--- src/rtl/complex_mux_arbiter_pkg.sv ---
// Shared definitions for the complex-sample round-robin arbiter:
// grant state encoding and complex field layout {re, im}.
package complex_mux_arbiter_pkg;

    localparam int unsigned CPLX_W      = 64;
    localparam int unsigned CPLX_HALF_W = CPLX_W / 2;
    localparam int unsigned CPLX_RE_MSB = CPLX_W - 1;
    localparam int unsigned CPLX_RE_LSB = CPLX_HALF_W;
    localparam int unsigned CPLX_IM_MSB = CPLX_HALF_W - 1;
    localparam int unsigned CPLX_IM_LSB = 0;

    typedef enum logic [1:0] {
        ST_IDLE = 2'd0,
        ST_G0   = 2'd1,
        ST_G1   = 2'd2
    } arb_state_t;

endpackage

--- src/rtl/complex_mux_arbiter_mux.sv ---
// 2:1 complex-sample mux; re and im halves are steered independently and passed bit-exact.
module complex_TwoxOne_mux
    import complex_mux_arbiter_pkg::*;
#(
    parameter int unsigned DATA_W = CPLX_W
) (
    input  logic              i_sel,
    input  logic [DATA_W-1:0] i_data0,
    input  logic [DATA_W-1:0] i_data1,
    output logic [DATA_W-1:0] o_data_c
);

    localparam int unsigned HALF_W = DATA_W / 2;

    logic [HALF_W-1:0] w_re;
    logic [HALF_W-1:0] w_im;

    assign w_re     = i_sel ? i_data1[DATA_W-1:HALF_W] : i_data0[DATA_W-1:HALF_W];
    assign w_im     = i_sel ? i_data1[HALF_W-1:0]      : i_data0[HALF_W-1:0];
    assign o_data_c = {w_re, w_im};

endmodule

--- src/rtl/complex_mux_arbiter.sv ---
// Round-robin arbiter sharing one complex-sample path between two valid/ready requesters,
// with burst-limited grants and a single registered output stage.
module complex_mux_arbiter
    import complex_mux_arbiter_pkg::*;
#(
    parameter int unsigned DATA_W    = CPLX_W,
    parameter int unsigned MAX_BURST = 4
) (
    input  logic              clk,
    input  logic              rst,
    input  logic [DATA_W-1:0] in0_data,
    input  logic              in0_valid,
    output logic              in0_ready,
    input  logic [DATA_W-1:0] in1_data,
    input  logic              in1_valid,
    output logic              in1_ready,
    output logic [DATA_W-1:0] out_data,
    output logic              out_valid,
    input  logic              out_ready,
    output logic              out_src,
    output logic              mux_sel,
    output logic              busy
);

    localparam int unsigned CNT_W = $clog2(MAX_BURST) + 1;

    arb_state_t        r_state, w_state_nxt;
    logic              r_last, w_last_nxt;
    logic [CNT_W-1:0]  r_cnt, w_cnt_nxt;
    logic              r_hold, w_hold_nxt;
    logic [DATA_W-1:0] r_out_data;
    logic              r_out_valid;
    logic              r_out_src;

    logic              w_grant;
    logic              w_busy;
    logic              w_out_open;
    logic              w_ready0;
    logic              w_ready1;
    logic              w_beat;
    logic              w_own_valid;
    logic              w_oth_valid;
    logic [CNT_W-1:0]  w_cnt_inc;
    logic              w_burst_end;
    logic [DATA_W-1:0] w_mux_data;

    assign w_grant     = (r_state == ST_G1);
    assign w_busy      = (r_state != ST_IDLE);
    assign w_out_open  = ~r_out_valid | out_ready;
    // r_hold opens a one-cycle gap after a burst-limit handoff so the new grant settles first
    assign w_ready0    = (r_state == ST_G0) & ~r_hold & w_out_open;
    assign w_ready1    = (r_state == ST_G1) & ~r_hold & w_out_open;
    assign w_beat      = (in0_valid & w_ready0) | (in1_valid & w_ready1);
    assign w_own_valid = w_grant ? in1_valid : in0_valid;
    assign w_oth_valid = w_grant ? in0_valid : in1_valid;
    assign w_cnt_inc   = r_cnt + CNT_W'(1);
    assign w_burst_end = w_beat & (w_cnt_inc == CNT_W'(MAX_BURST));

    complex_TwoxOne_mux #(
        .DATA_W (DATA_W)
    ) u_mux (
        .i_sel    (w_grant),
        .i_data0  (in0_data),
        .i_data1  (in1_data),
        .o_data_c (w_mux_data)
    );

    always_ff @(posedge clk or posedge rst) begin
        if (rst) begin
            r_state <= ST_IDLE;
            r_last  <= 1'b1;
            r_cnt   <= '0;
            r_hold  <= 1'b0;
        end else begin
            r_state <= w_state_nxt;
            r_last  <= w_last_nxt;
            r_cnt   <= w_cnt_nxt;
            r_hold  <= w_hold_nxt;
        end
    end

    always_comb begin
        w_state_nxt = r_state;
        w_last_nxt  = r_last;
        w_cnt_nxt   = r_cnt;
        w_hold_nxt  = 1'b0;
        case (r_state)
            ST_IDLE: begin
                w_cnt_nxt = '0;
                if (in0_valid && in1_valid) begin
                    w_state_nxt = r_last ? ST_G0 : ST_G1;
                end else if (in0_valid) begin
                    w_state_nxt = ST_G0;
                end else if (in1_valid) begin
                    w_state_nxt = ST_G1;
                end
            end
            ST_G0, ST_G1: begin
                if (w_oth_valid && (w_burst_end || !w_own_valid)) begin
                    w_state_nxt = w_grant ? ST_G0 : ST_G1;
                    w_last_nxt  = w_grant;
                    w_cnt_nxt   = '0;
                    w_hold_nxt  = w_burst_end;
                end else if (!w_own_valid) begin
                    w_state_nxt = ST_IDLE;
                    w_last_nxt  = w_grant;
                    w_cnt_nxt   = '0;
                end else if (w_burst_end) begin
                    w_cnt_nxt = '0;
                end else if (w_beat) begin
                    w_cnt_nxt = w_cnt_inc;
                end
            end
            default: begin
                w_state_nxt = ST_IDLE;
                w_cnt_nxt   = '0;
            end
        endcase
    end

    // Output stage: capture on beat, drain when downstream accepts.
    always_ff @(posedge clk or posedge rst) begin
        if (rst) begin
            r_out_data  <= '0;
            r_out_valid <= 1'b0;
            r_out_src   <= 1'b0;
        end else if (w_beat) begin
            r_out_data  <= w_mux_data;
            r_out_valid <= 1'b1;
            r_out_src   <= w_grant;
        end else if (out_ready) begin
            r_out_valid <= 1'b0;
        end
    end

    assign in0_ready = w_ready0;
    assign in1_ready = w_ready1;
    assign out_data  = r_out_data;
    assign out_valid = r_out_valid;
    assign out_src   = r_out_src;
    assign mux_sel   = w_grant;
    assign busy      = w_busy;

endmodule

--- config.mk ---
export PLATFORM = sky130hd
export DESIGN_NAME = complex_mux_arbiter
export DESIGN_NICKNAME = d
export VERILOG_FILES = /design/src/rtl/complex_mux_arbiter_pkg.sv /design/src/rtl/complex_mux_arbiter_mux.sv /design/src/rtl/complex_mux_arbiter.sv
export SDC_FILE = /design/constraint.sdc
export NUM_CORES = 1
export LEC_CHECK = 0
export ABC_AREA = 1
export CORE_MARGIN = 2
export CORE_UTILIZATION = 38
export CTS_CLUSTER_DIAMETER = 100
export CTS_CLUSTER_SIZE = 24
export DETAILED_ROUTE_END_ITERATION = 8
export GPL_TIMING_DRIVEN = 0
export PLACE_DENSITY = 0.79
export SLEW_MARGIN = 10
export SYNTH_ARGS = -nofsm -noshare
export SYNTH_HDL_FRONTEND = slang
export SYNTH_SLANG_ARGS = --single-unit
export TNS_END_PERCENT = 1
--- constraint.sdc ---
create_clock -name clk -period 2.9 [get_ports clk]
set_input_delay 0.58 -clock clk [delete_from_list [all_inputs] [get_ports clk]]
set_output_delay 0.58 -clock clk [all_outputs]
set_load 0.02 [all_outputs]
==> results by group <==
Power
  – Worst vdd rail ir drop: 0.0004458 V
  – Power spent charging and discharging nets: 2.616 mW
  – Power share of the clock group: 0.120
  – Internal power contribution: ~3.4 mW
  – Static leakage: ~2.5 nW
  – Fraction of power consumed by sequential logic: 0.293
  – Power per unit of standard cell area: 1032 nW/µm²
  – Proportion of power drawn by combinational gates: 0.587
  – Net switching fraction of the power: 0.4326

Yosys
  – Largest family of logic cells by synthesized area: simple AND/OR/NAND/NOR gates
  – Cells after synthesis: 430
  – Average cell area after synthesis: 8.150 µm²
  – Sequential fraction of the synthesis area: 0.5216
  – Ys flop type: dfrtp_1
  – Flip-flop and latch count after synthesis: 73
  – Top post-synthesis cells by count: nand2_1 (147), dfrtp_1 (72), nor2_1 (67)
  – EDFF count, synth: 0
  – Area fraction in and, or, nand and nor cells after synthesis: 0.2578
  – Total of warnings raised by yosys: 0
  – Cell types occupying the most area after synthesis: dfrtp_1 (51%), nand2_1 (16%), a31oi_1 (11%), nor2_1 (7.2%), ha_1 (2.1%)
  – Post-synthesis async set-or-reset flop share: 1.000
  – Top-count cell post-synth: nand2_1
  – Share of cell area taken by muxes after synthesis: 0.003213
  – Share of the synthesized area in the top cell type: 0.5141
  – Net count of the mapped netlist: 569
  – Library cell with the largest summed area after synthesis: dfrtp_1
  – Synthesized-area fraction occupied by ao, oa, aoi and oai cells: 0.1292
  – Xor and xnor area share after synthesis: 0
  – Distinct cell type count after synthesis: 27
  – Fraction of the mapped netlist area in adder cells: 0.02142
  – Synthesized cell area: 3505 µm²

Floorplanning
  – Initial standard-cell utilization of the core: 0.3848
  – Horizontal die dimension: 100.0 µm
  – Number of top-level pins: between 200 and 250
  – Number of cell rows: 35
  – Core box area: between 9000 and 10000 µm²
  – Die Ht: about 100 µm
  – Die area: about 10000 µm²

Setup path
  – Type of element launching the critical path: flop
  – Worst path arrival time: about 2100 ps
  – Register-to-Register Path Depth: 10
  – Crit Path Category: reg2out
  – End of the worst register-to-register path: out_data[2]
  – Worst setup path start: r_state[0]
  – Minimum setup slack among reg-to-reg paths: 930 ps
  – Worst Setup EP: in1_ready
  – Worst reg2reg startpoint: r_state[0]
  – Kind of end point of the critical path: output port
  – Crit path max fanout: 15
  – CP Data Required Time: 2320 ps

Detailed routing
  – First-iteration detailed-routing DRC count: between 150 and 200
  – Wirelength per Cell: 14.99 µm
  – Total wirelength of the detailed-routed design: 11380 µm
  – Remaining DRCs: 0
  – Vias post-DR: about 3800
  – Detailed-routing iteration count for the pre-antenna-repair pass: 5
  – Via-to-Cell Ratio: 4.967
  – Number of nets still failing antenna checks after routing: 0

CTS
  – Count of buffers added by post-CTS timing repair for setup: 0
  – Clock buffer count from CTS: 9
  – PostCTS Resize Cnt: 1
  – Clk pin slew, worst setup/hold paths: 80 ps
  – Root buffer cell: clkbuf_8
  – CTS Buffer Depth: 2
  – Count of H-tree levels built during CTS: 3
  – Hold bufs inserted after CTS: 0
  – Clk sink count: between 70 and 80
  – TritonCTS clock tree: done
  – Clock latency of the later-clocked register in the worst-skew pair: 340 ps

Place
  – Last weighted congestion value of the routability-driven placer: 0.7884
  – Detail Placement HPWL: 8600 µm
  – Total of buffers placed on input and output ports: just over 200
  – Placed inst area: 5688 µm²

Final layout
  – Area overhead of the layout relative to synthesis: 67.15%
  – Antenna Diode Count: 0
  – Final nets: approximately 780
  – Share of final-layout standard cells stronger than drive strength 1: 0.07099
  – Final cell area excluding filler cells: 5858 µm²

Timing
  – Hold Fails Final Rpt: 0
  – Max Clock Freq: roughly 370 MHz
  – Slew headroom: 0.6733
  – Unrepaired setup endpoints after global routing: no
  – Count of final max-slew check failures: 0
  – Clock period minus final worst setup slack: approximately 2700 ps
  – Worst Clk Skew: ~16 ps
  – Sum of negative setup slack: 0 ps
  – Endpoints failing setup: 0
  – Worst slew pin tran: 490.1 ps
  – Final period utilization: 0.9210

Global route
  – Maximum number of pins on one net before global-route repair: 39
  – Total congestion overflow: 0
  – Via count of the first global-routing pass: between 3000 and 4000
  – Wire length of the first global-routing pass: 18150 µm
  – Antenna violations before repair: 0
  – Global router's overall resource usage: 0.2273

Min path
  – Worst hold path startpoint: r_last
  – Class of the tightest hold or removal check: reg2reg

Outcome
  – Result of the run: finished clean

Flow run
  – Max-capacitance violation count: 0
[power groups by stage]
stage,Clock (mW),Combinational [mW],Sequential (mW)
finish,0.727,3.55,1.77
detailed placement,0,3.57,1.79
floorplan,0,1.41,2.33
global placement,0,3.51,1.76
CTS,0.744,3.57,1.77
global route,0.787,3.87,1.83
[per-layer routing]
| metal | vias to the layer above | track usage | part of all wire |
|---|---|---|---|
| met5 | - | 0 | 0 |
| met4 | 0 | 0.07903 | 0.024 |
| met3 | 24 | 0.04875 | 0.074 |
| met2 | 164 | 0.3794 | 0.49 |
| met1 | 1750 | 0.2945 | 0.41 |
| li1 | 1832 | - | - |
[cells in the final DEF, fill, tap and decap left out, types with 4 or more instances in the layout]
cell type        netlist  layout
nand3_1                4       4
a31oi_1               64      64
nor2_1                67      67
clkbuf_1               8      10
buf_2                 13      12
clkbuf_8               0      11
clkdlybuf4s50_1        0     201
inv_1                 17      16
dfrtp_1               72      72
buf_6                  5       5
nand2_2                4       4
ha_1                   6       6
nand2_1              147     147
[worst max-delay path, cell delays in order (launching register included)]
cell	delay (ps)
dfrtp_1	420
inv_1	100
ha_1	190
buf_4	170
inv_4	100
buf_2	200
nor3_1	200
dlygate4sd2_1	360
[cell families after synthesis]
family	Yosys count
mux	1
fa+ha+maj	6
flops	73
compound gates	73
buf+inv	47
simple gates	230
[final cells by class]
cell class / count / area (µm²)
flip-flops and latches: 73 / 1828
fillers: 779 / 3251
repair buffers: 203 / 2041
clock buffers: 13 / 158.9
well taps: 111 / 138.9
inverters: 18 / 72.57
plain buffers: 28 / 161.4
clock inverters: 3 / 15.01
multi-input cells: 310 / 1443
[worst min path at each step]
stage,endpoint,depth (start not counted)
3_5_place_dp,r_last,2
5_1_grt,r_last,2
3_3_place_gp,r_last,2
2_1_floorplan,r_last,2
6_report,r_last,2
4_1_cts,r_last,2
[sequential cells by signal, indices dropped and copies added, names as in the netlist]
name / cells
r_state: 2
out_data: 64
out_valid: 1
r_cnt: 3
r_last: 1
r_hold: 1
out_src: 1
[per-stage QoR]
stage,hold WS (ps),total power [mW],setup slack [ps],utilization,instances
final,475.0,6.048,229.2,0.6431,759
after global routing,502.7,6.486,75.34,0.6431,759
after CTS,480.1,6.089,99.21,0.6429,759
after detailed placement,467.4,5.359,108.5,0.6245,744
after global placement,459.2,5.274,-806.0,0.6220,743
after floorplan,447.8,3.745,468.4,-,430
Note: power is estimated with default switching activity, not from simulation.
